## src/rtl/dmem_arbiter.sv

```systemverilog
// Shares the single-port DMEM between the CPU (fixed priority) and a secondary req/ack master p1.
// Define DMEM_ARB_STARVE_GUARD_EN to build the anti-starvation guard (wait_cnt, FORCE, cpu_stall).
module dmem_arbiter #(
    parameter int ADDR_W       = 11,
    parameter int DATA_W       = 32,
    parameter int STARVE_LIMIT = 8
) (
    input  logic              clk,
    input  logic              reset,
    input  logic              cpu_cs,
    input  logic              cpu_r,
    input  logic              cpu_w,
    input  logic [ADDR_W-1:0] cpu_addr,
    input  logic [DATA_W-1:0] cpu_wdata,
    output logic [DATA_W-1:0] cpu_rdata,
    output logic              cpu_stall,
    input  logic              p1_req,
    input  logic              p1_we,
    input  logic [ADDR_W-1:0] p1_addr,
    input  logic [DATA_W-1:0] p1_wdata,
    output logic              p1_ack,
    output logic [DATA_W-1:0] p1_rdata,
    output logic              dmem_cs,
    output logic              dmem_r,
    output logic              dmem_w,
    output logic [ADDR_W-1:0] dmem_addr,
    output logic [DATA_W-1:0] dmem_wdata,
    input  logic [DATA_W-1:0] dmem_rdata,
    output logic [1:0]        dbg_state
);
    // p1 handshake: the requester raises p1_req and holds p1_we/p1_addr/p1_wdata stable until it
    // sees p1_ack, a one-cycle pulse in the cycle after the grant; p1_rdata is valid with p1_ack.
    typedef enum logic [1:0] {IDLE = 2'd0, FORCE = 2'd1, ACK = 2'd2} state_t;

    state_t            state_q, state_d;
    logic              p1_ack_q, p1_ack_d;
    logic [DATA_W-1:0] p1_rdata_q, p1_rdata_d;
    logic              p1_grant;
    logic              p1_blocked;
    logic              starve_hit;

    assign p1_blocked = (state_q == IDLE) && cpu_cs && p1_req;
    assign p1_grant   = ((state_q == IDLE) && !cpu_cs && p1_req) || (state_q == FORCE);

`ifdef DMEM_ARB_STARVE_GUARD_EN
    localparam int CNT_W = $clog2(STARVE_LIMIT + 1);

    logic [CNT_W-1:0] wait_cnt_q, wait_cnt_d;

    assign starve_hit = p1_blocked && (wait_cnt_q == CNT_W'(STARVE_LIMIT - 1));
    assign cpu_stall  = (state_q == FORCE);

    always_comb begin
        wait_cnt_d = wait_cnt_q;
        if (!p1_req || p1_grant) begin
            wait_cnt_d = '0;
        end else if (p1_blocked) begin
            wait_cnt_d = wait_cnt_q + CNT_W'(1);
        end
    end

    always_ff @(posedge clk or negedge reset) begin
        if (!reset) begin
            wait_cnt_q <= '0;
        end else begin
            wait_cnt_q <= wait_cnt_d;
        end
    end
`else
    // Strict CPU priority: p1 waits for a cycle with cpu_cs low, however long that takes.
    assign starve_hit = 1'b0;
    assign cpu_stall  = 1'b0;

    if (STARVE_LIMIT < 1) begin : g_bad_starve_limit
    end
`endif

    always_comb begin
        state_d = state_q;
        case (state_q)
            IDLE: begin
                if (p1_grant) begin
                    state_d = ACK;
                end else if (starve_hit) begin
                    state_d = FORCE;
                end
            end
            FORCE:   state_d = ACK;
            ACK:     state_d = IDLE;
            default: state_d = IDLE;
        endcase
    end

    always_comb begin
        p1_ack_d   = p1_grant;
        p1_rdata_d = p1_rdata_q;
        if (p1_grant && !p1_we) begin
            p1_rdata_d = dmem_rdata;
        end
    end

    always_ff @(posedge clk or negedge reset) begin
        if (!reset) begin
            state_q    <= IDLE;
            p1_ack_q   <= 1'b0;
            p1_rdata_q <= '0;
        end else begin
            state_q    <= state_d;
            p1_ack_q   <= p1_ack_d;
            p1_rdata_q <= p1_rdata_d;
        end
    end

    // Strobes are gated by reset so an in-flight p1 write cannot commit while reset is held.
    assign dmem_cs    = reset && (p1_grant || cpu_cs);
    assign dmem_r     = reset && (p1_grant ? !p1_we : (cpu_cs && cpu_r));
    assign dmem_w     = reset && (p1_grant ?  p1_we : (cpu_cs && cpu_w));
    assign dmem_addr  = p1_grant ? p1_addr  : cpu_addr;
    assign dmem_wdata = p1_grant ? p1_wdata : cpu_wdata;

    assign cpu_rdata = dmem_rdata;
    assign p1_ack    = p1_ack_q;
    assign p1_rdata  = p1_rdata_q;
    assign dbg_state = state_q;
endmodule

```

## config.mk

```make
export PLATFORM = sky130hd
export DESIGN_NAME = dmem_arbiter
export DESIGN_NICKNAME = d
export VERILOG_FILES = /design/src/rtl/dmem_arbiter.sv
export SDC_FILE = /design/constraint.sdc
export NUM_CORES = 1
export LEC_CHECK = 0
export BUFFER_PORTS_ARGS = -buffer_cell sky130_fd_sc_hd__buf_2
export CORE_AREA = 2 2 92 94
export CTS_BUF_LIST = sky130_fd_sc_hd__clkbuf_8
export DETAILED_ROUTE_END_ITERATION = 8
export DIE_AREA = 0 0 94 96
export GPL_ROUTABILITY_DRIVEN = 0
export PLACE_DENSITY = 0.65
export REMOVE_ABC_BUFFERS = 1
export SLEW_MARGIN = 10
export SYNTH_ARGS = -nofsm -noshare
export SYNTH_HDL_FRONTEND = slang
export SYNTH_SLANG_ARGS = --single-unit
```

## constraint.sdc

```tcl
create_clock -name clk -period 1.8 [get_ports clk]
set_clock_uncertainty 0.1 [all_clocks]
set_input_delay 0.36 -clock clk [delete_from_list [all_inputs] [get_ports clk]]
set_output_delay 0.36 -clock clk [all_outputs]
set_load 0.03 [all_outputs]
```

; Yosys cells after proc, flatten, opt, wreduce, memory -nomap -nowiden
; Cells that the tools add are included.
[classes]
n_mux = 6
n_eq_ne = 2
reduce_logical = 13
[op_table]
columns = op, n
row1 = two-way mux 32 bit, 1
row2 = two-way mux 11 bit, 1
row3 = logical AND 1 bit, 8
row4 = one-hot mux 2 bit (2 select lines), 1
row5 = equality test 2 x 1 -> 1 bit (second input constant), 1
row6 = logical NOT 1 bit, 2
row7 = logical NOT 2 bit, 1
row8 = logical OR 1 bit, 2
row9 = two-way mux 1 bit, 2
row10 = two-way mux 2 bit, 1
row11 = inequality test 2 bit (second input constant), 1
[word_totals]
wordCells = 24
regBits = 35
output_inout_bits = 114

; Longest topological paths before layout
[logic_depth]
depth_word = 6
depth_mapped = 4
depth_no_buf = 2

; Worst setup path after synthesis
; Ideal clock, no wire load.
[synth_path]
path_type = reg2out
startpoint = reg state_q[1], in the netlist dbg_state[1]
endpoint = out dmem_addr[0]
t_arrival_ns = 1.544
n_path_buf = 2
setup_slack_ns = -0.204
t_required_ns = 1.340
stages_incl_launch_ff = 5
cell_sequence = dfrtp_1 nor3b_1 buf_2 buf_4 mux2_2
[synth_via]
elab_chain_cells = 5
[synth_rtl]
columns = item, line
row1 = "start, declared", 35  ; state_t state_q, state_d;
row2 = "start signal, assigned", 108  ; state_q <= state_d;
row3 = logical NOT 2 bit, 43  ; assign p1_grant = ((state_q == IDLE) && !cpu_cs && p1_req) || (state_q == FORCE);
row4 = logical AND 1 bit (2 in a row), 43
row5 = logical OR 1 bit (*), 43
row6 = two-way mux 11 bit (*), 118  ; assign dmem_addr = p1_grant ? p1_addr : cpu_addr;
row7 = "end, declared", 26  ; output logic [ADDR_W-1:0] dmem_addr,
; Every way passes the cells marked *; elsewhere a longest branch is shown, timed or not.

; Worst setup path after layout
[layout_path]
startpoint = reg state_q[1], in the netlist dbg_state[1]
endpoint = out dmem_wdata[19]
[layout_via]
elab_chain_cells = 5
[layout_rtl]
columns = item, line
row1 = logical NOT 2 bit, 43
row2 = logical AND 1 bit (2 in a row), 43
row3 = logical OR 1 bit (*), 43
row4 = two-way mux 32 bit (*), 119  ; assign dmem_wdata = p1_grant ? p1_wdata : cpu_wdata;
row5 = "end, declared", 27  ; output logic [DATA_W-1:0] dmem_wdata,
; Marked as above.

==> results <==
- The mean post-synth cell area is 13.04 sq um.
- For the worst-skew pair, the clock arrives at the later sink with an insertion delay of 280 ps.
- The width of the chip is 94 um.
- Setup repair after global routing could not meet its margin everywhere.
- The area share of fa/ha/maj cells after synthesis is 0%.
- In the post-route analysis, the smallest setup slack over all paths is -403.7 ps.
- Static timing analysis puts the maximum clock frequency at 453.8 MHz.
- The count of TritonRoute iterations in the first routing pass is 4.
- From synthesis to final layout, the design area changed by 79.92%.
- The combinational family with the most area after synthesis is multiplexers.
- The sum of net half-perimeters after detailed placement is 5.805 mm.
- Summing the areas of all compound-gate instances in the mapped netlist gives 1.066% of the synthesized area.
- The deepest level of the CTS H-tree is 2.
- The setup check on the worst reg-to-reg path leaves a slack of 90 ps.
- The final reports fail on negative setup slack.
- The critical path starts at dbg_state[1]$_DFFE_PN0P_.
- Summed over all cells, the static leakage comes to 0.002007 uW.
- After synthesis, the cell types taking the most area are sky130_fd_sc_hd__dfrtp_1 40%, sky130_fd_sc_hd__mux2_2 39%, sky130_fd_sc_hd__buf_4 14%, sky130_fd_sc_hd__buf_6 1.6%, sky130_fd_sc_hd__nor4b_4 1.1%.
- The die covers 9024 sq um.
- The number of standard-cell rows in the floorplan is 33.
- The kind of capture point of the worst setup path is an output port.
- The power per cell area is 811.4 nW/um^2.
- TritonCTS created 5 clock buffers.
- The Yosys step of the flow raised 0 warnings.
- Summed over all instances, the cell type with the most area after synthesis is sky130_fd_sc_hd__dfrtp_1.
- The total overflow left after global routing is 0.
- The multiplexer area fraction after synthesis is 39.99%.
- Subtracting the final worst setup slack from the clock period gives 2204 ps.
- The cell area that synthesis handed to floorplanning was 2112 sq um.
- The post-synthesis share of cell area spent on xor and xnor gates is 0%.
- After routing the design area is 3800 sq um.
- Summing the areas of all and, or, nand and nor instances in the mapped netlist gives 3.140% of the synthesized area.
- The worst register-to-register path begins at dbg_state[1]$_DFFE_PN0P_.
- Setup violations remaining at the end of the flow were counted as 44.
- For this run, the register share of the synthesized area comes to 40.28%.
- The pin count of the biggest net entering global routing is 33.
- The vertical extent of the die is 96 um.
- The top cell type's share of synthesized area is 40.28%.
- Synthesis produced a netlist whose cell count is 162.
- After the first detailed-routing iteration, the DRC count stood at 59.
- The number of nets in the final layout is 505.
- The repair_antennas step left the layout with diodes totalling 0.
- The class of the most critical hold timing path is input pin to async pin.
- The max capacitance violation total is 0.
- The number of antenna violations at the first check in global routing was 0.
- The share of the clock period used by the worst path after layout is 122.4%.
- The vias per cell is 4.346.
- The hold violation total from the final report came to 0.
- The total area inside the core boundary comes to 8051 sq um.
- The worst setup path is of the register to output port kind.
- The number of sinks on the clock net is 34.
- The layout cell share with drive strength beyond 1 is 87.66%.
- The number of max-slew violations in the final report was 0.
- The final antenna-violating net count is 0.
- For the worst flop-to-flop path, the logic depth is 5.
- The overall routed net length is 7.777 mm.
- The total track usage is 14.42%.
- The first global-routing pass estimated 9.873 mm of wire.
- For the worst setup path, the data arrival time is 1740 ps.
- The layout filler cell count is 754.
- The worst-case vdd ir drop is 0.2511 mV.
- For this design the top-level I/O count stands at 239.
- The final routed wire length divided by cell count is 16.00 um.
- Once the floorplan was initialized, standard cells occupied 26.23% of the core.
- The longest clock path from root to sink contains 2 buffers.
- The clock input transition at the sequential cells of the worst setup and hold paths is 70 ps.
- The endpoint identified for the worst register-to-register timing path is p1_rdata[23]$_DFFE_PN0P_.
- The finished layout holds 486 standard cells, fillers aside.
- The CTS tree is built.
- The kind of start point of the critical path is a register.
- The total via count in the routed design is 2,112.
- In the routed design, unresolved DRC markers number 0.
- Counting distinct cell types in the post-synthesis netlist gives 15.
- In this run the tool buffered the top-level ports with 236 buffer cells.
- The synthesized design contains 34 register bits.
- The number of global-route vias before repair was 1,958.
- The critical-path maximum fanout is 22.
- The number of instances in the placed design is 469.
- The flow ran to the end, but the final reports show violations.
- The critical path required time is 1340 ps.
- The clock root buffer master is sky130_fd_sc_hd__clkbuf_8.
- Summing internal, switching and leakage power gives 3083 uW.
- The total cell area at the placement stage is 3174 sq um.
[routing by layer]
layer	routed length, um	GRT usage [%]	part of all wire [%]
met5	0	0	0
met3	747	4.385	9.6
met2	4274	27.50	55
met4	152	4.348	2.0
met1	2603	15.20	33
[kinds of logic (layout without fill, tap and decap cells)]
family / Yosys count / after routing
AO/OA/AOI/OAI: 3 / 3
flip-flops: 34 / 34
AND/OR/NAND/NOR: 7 / 7
other: 1 / 2
buffers and inverters: 42 / 260
multiplexers: 75 / 75
[cell usage in the layout (no fill, tap or decap)]
| cell type | count |
|---|---|
| sky130_fd_sc_hd__a21boi_1 | 1 |
| sky130_fd_sc_hd__and2_1 | 1 |
| sky130_fd_sc_hd__buf_12 | 2 |
| sky130_fd_sc_hd__buf_16 | 1 |
| sky130_fd_sc_hd__buf_2 | 191 |
| sky130_fd_sc_hd__buf_4 | 10 |
| sky130_fd_sc_hd__buf_6 | 44 |
| sky130_fd_sc_hd__buf_8 | 1 |
| sky130_fd_sc_hd__clkbuf_16 | 2 |
| sky130_fd_sc_hd__clkbuf_8 | 6 |
| sky130_fd_sc_hd__clkinv_2 | 1 |
| sky130_fd_sc_hd__clkinvlp_4 | 1 |
| sky130_fd_sc_hd__conb_1 | 2 |
| sky130_fd_sc_hd__dfrtp_1 | 34 |
| sky130_fd_sc_hd__dlygate4sd3_1 | 1 |
| sky130_fd_sc_hd__mux2_1 | 2 |
| sky130_fd_sc_hd__mux2_2 | 46 |
| sky130_fd_sc_hd__mux2_4 | 27 |
| sky130_fd_sc_hd__nand2_1 | 1 |
| sky130_fd_sc_hd__nand4bb_1 | 1 |
| sky130_fd_sc_hd__nor2b_1 | 1 |
| sky130_fd_sc_hd__nor3b_1 | 1 |
| sky130_fd_sc_hd__nor3b_4 | 1 |
| sky130_fd_sc_hd__nor4b_4 | 1 |
| sky130_fd_sc_hd__o21a_1 | 2 |
[timing repair]
action / 4_1_cts / 5_1_grt
endpoints found under the hold margin: 2 / 0
hold buffers: 1 / 0
pin swaps: 3 / 0
setup buffers: 3 / 1
setup endpoints to repair: 65 / 77
resized for setup: 56 / 88
gates cloned: 1 / 3
[worst max-delay path, cell delays in order (launching register included)]
cell and delay [ps]:
sky130_fd_sc_hd__dfrtp_1 410, sky130_fd_sc_hd__nor3b_4 210, sky130_fd_sc_hd__buf_4 150, sky130_fd_sc_hd__buf_12 160
sky130_fd_sc_hd__mux2_2 370, sky130_fd_sc_hd__buf_6 140
[cell type report]
class | instances | area (sq um) | area share [%]
Sequential cell | 34 | 850.8 | 22.39
Timing Repair Buffer | 252 | 1669 | 43.92
Clock inverter | 2 | 12.51 | 0.3293
Tap cell | 105 | 131.4 | 3.457
Multi-Input combinational cell | 87 | 1054 | 27.72
Clock buffer | 6 | 82.58 | 2.173
[worst max path at each step]
stage | to | slack [ps] | depth (start not counted)
global route | dmem_wdata[19] | -480 | 5
CTS | dmem_wdata[17] | -420 | 5
global placement | dmem_addr[1] | -190 | 5
detailed placement | dmem_addr[1] | -210 | 5
floorplan | dmem_addr[0] | -3180 | 2
finish | dmem_wdata[19] | -400 | 5
[synthesized netlist by cell type]
cell type                   count
sky130_fd_sc_hd__and2_1         1
sky130_fd_sc_hd__buf_4         38
sky130_fd_sc_hd__buf_2          1
sky130_fd_sc_hd__nor4b_4        1
sky130_fd_sc_hd__nor3b_1        2
sky130_fd_sc_hd__dfrtp_1       34
sky130_fd_sc_hd__conb_1         1
sky130_fd_sc_hd__o21a_1         2
sky130_fd_sc_hd__mux2_1         2
sky130_fd_sc_hd__a21boi_0       1
sky130_fd_sc_hd__mux2_2        73
sky130_fd_sc_hd__nand4bb_1      1
sky130_fd_sc_hd__nand2_1        1
sky130_fd_sc_hd__buf_6          3
sky130_fd_sc_hd__nor2b_1        1
[stage by stage]
step,worst slack (ps),util (%),hold WS [ps],setup TNS (ps)
2_1_floorplan,-3178,-,-35.59,-160040
3_3_place_gp,-187.3,39.43,94.03,-8691
3_5_place_dp,-214.2,39.43,91.46,-10050
4_1_cts,-418.2,43.53,89.48,-16860
5_1_grt,-478.3,47.20,119.5,-18970
6_report,-403.7,47.20,68.09,-15670
[state kept, by name (all words and copies together), names as in the netlist]
signal,count
p1_ack,1
dbg_state,1
p1_rdata,32
[where the power goes]
part	internal (uW)	total (uW)	switching [uW]
sequential	922	988	66.0
combinational	640	1530	886
clock	307	569	262
Note: power is estimated with default switching activity, not from simulation.
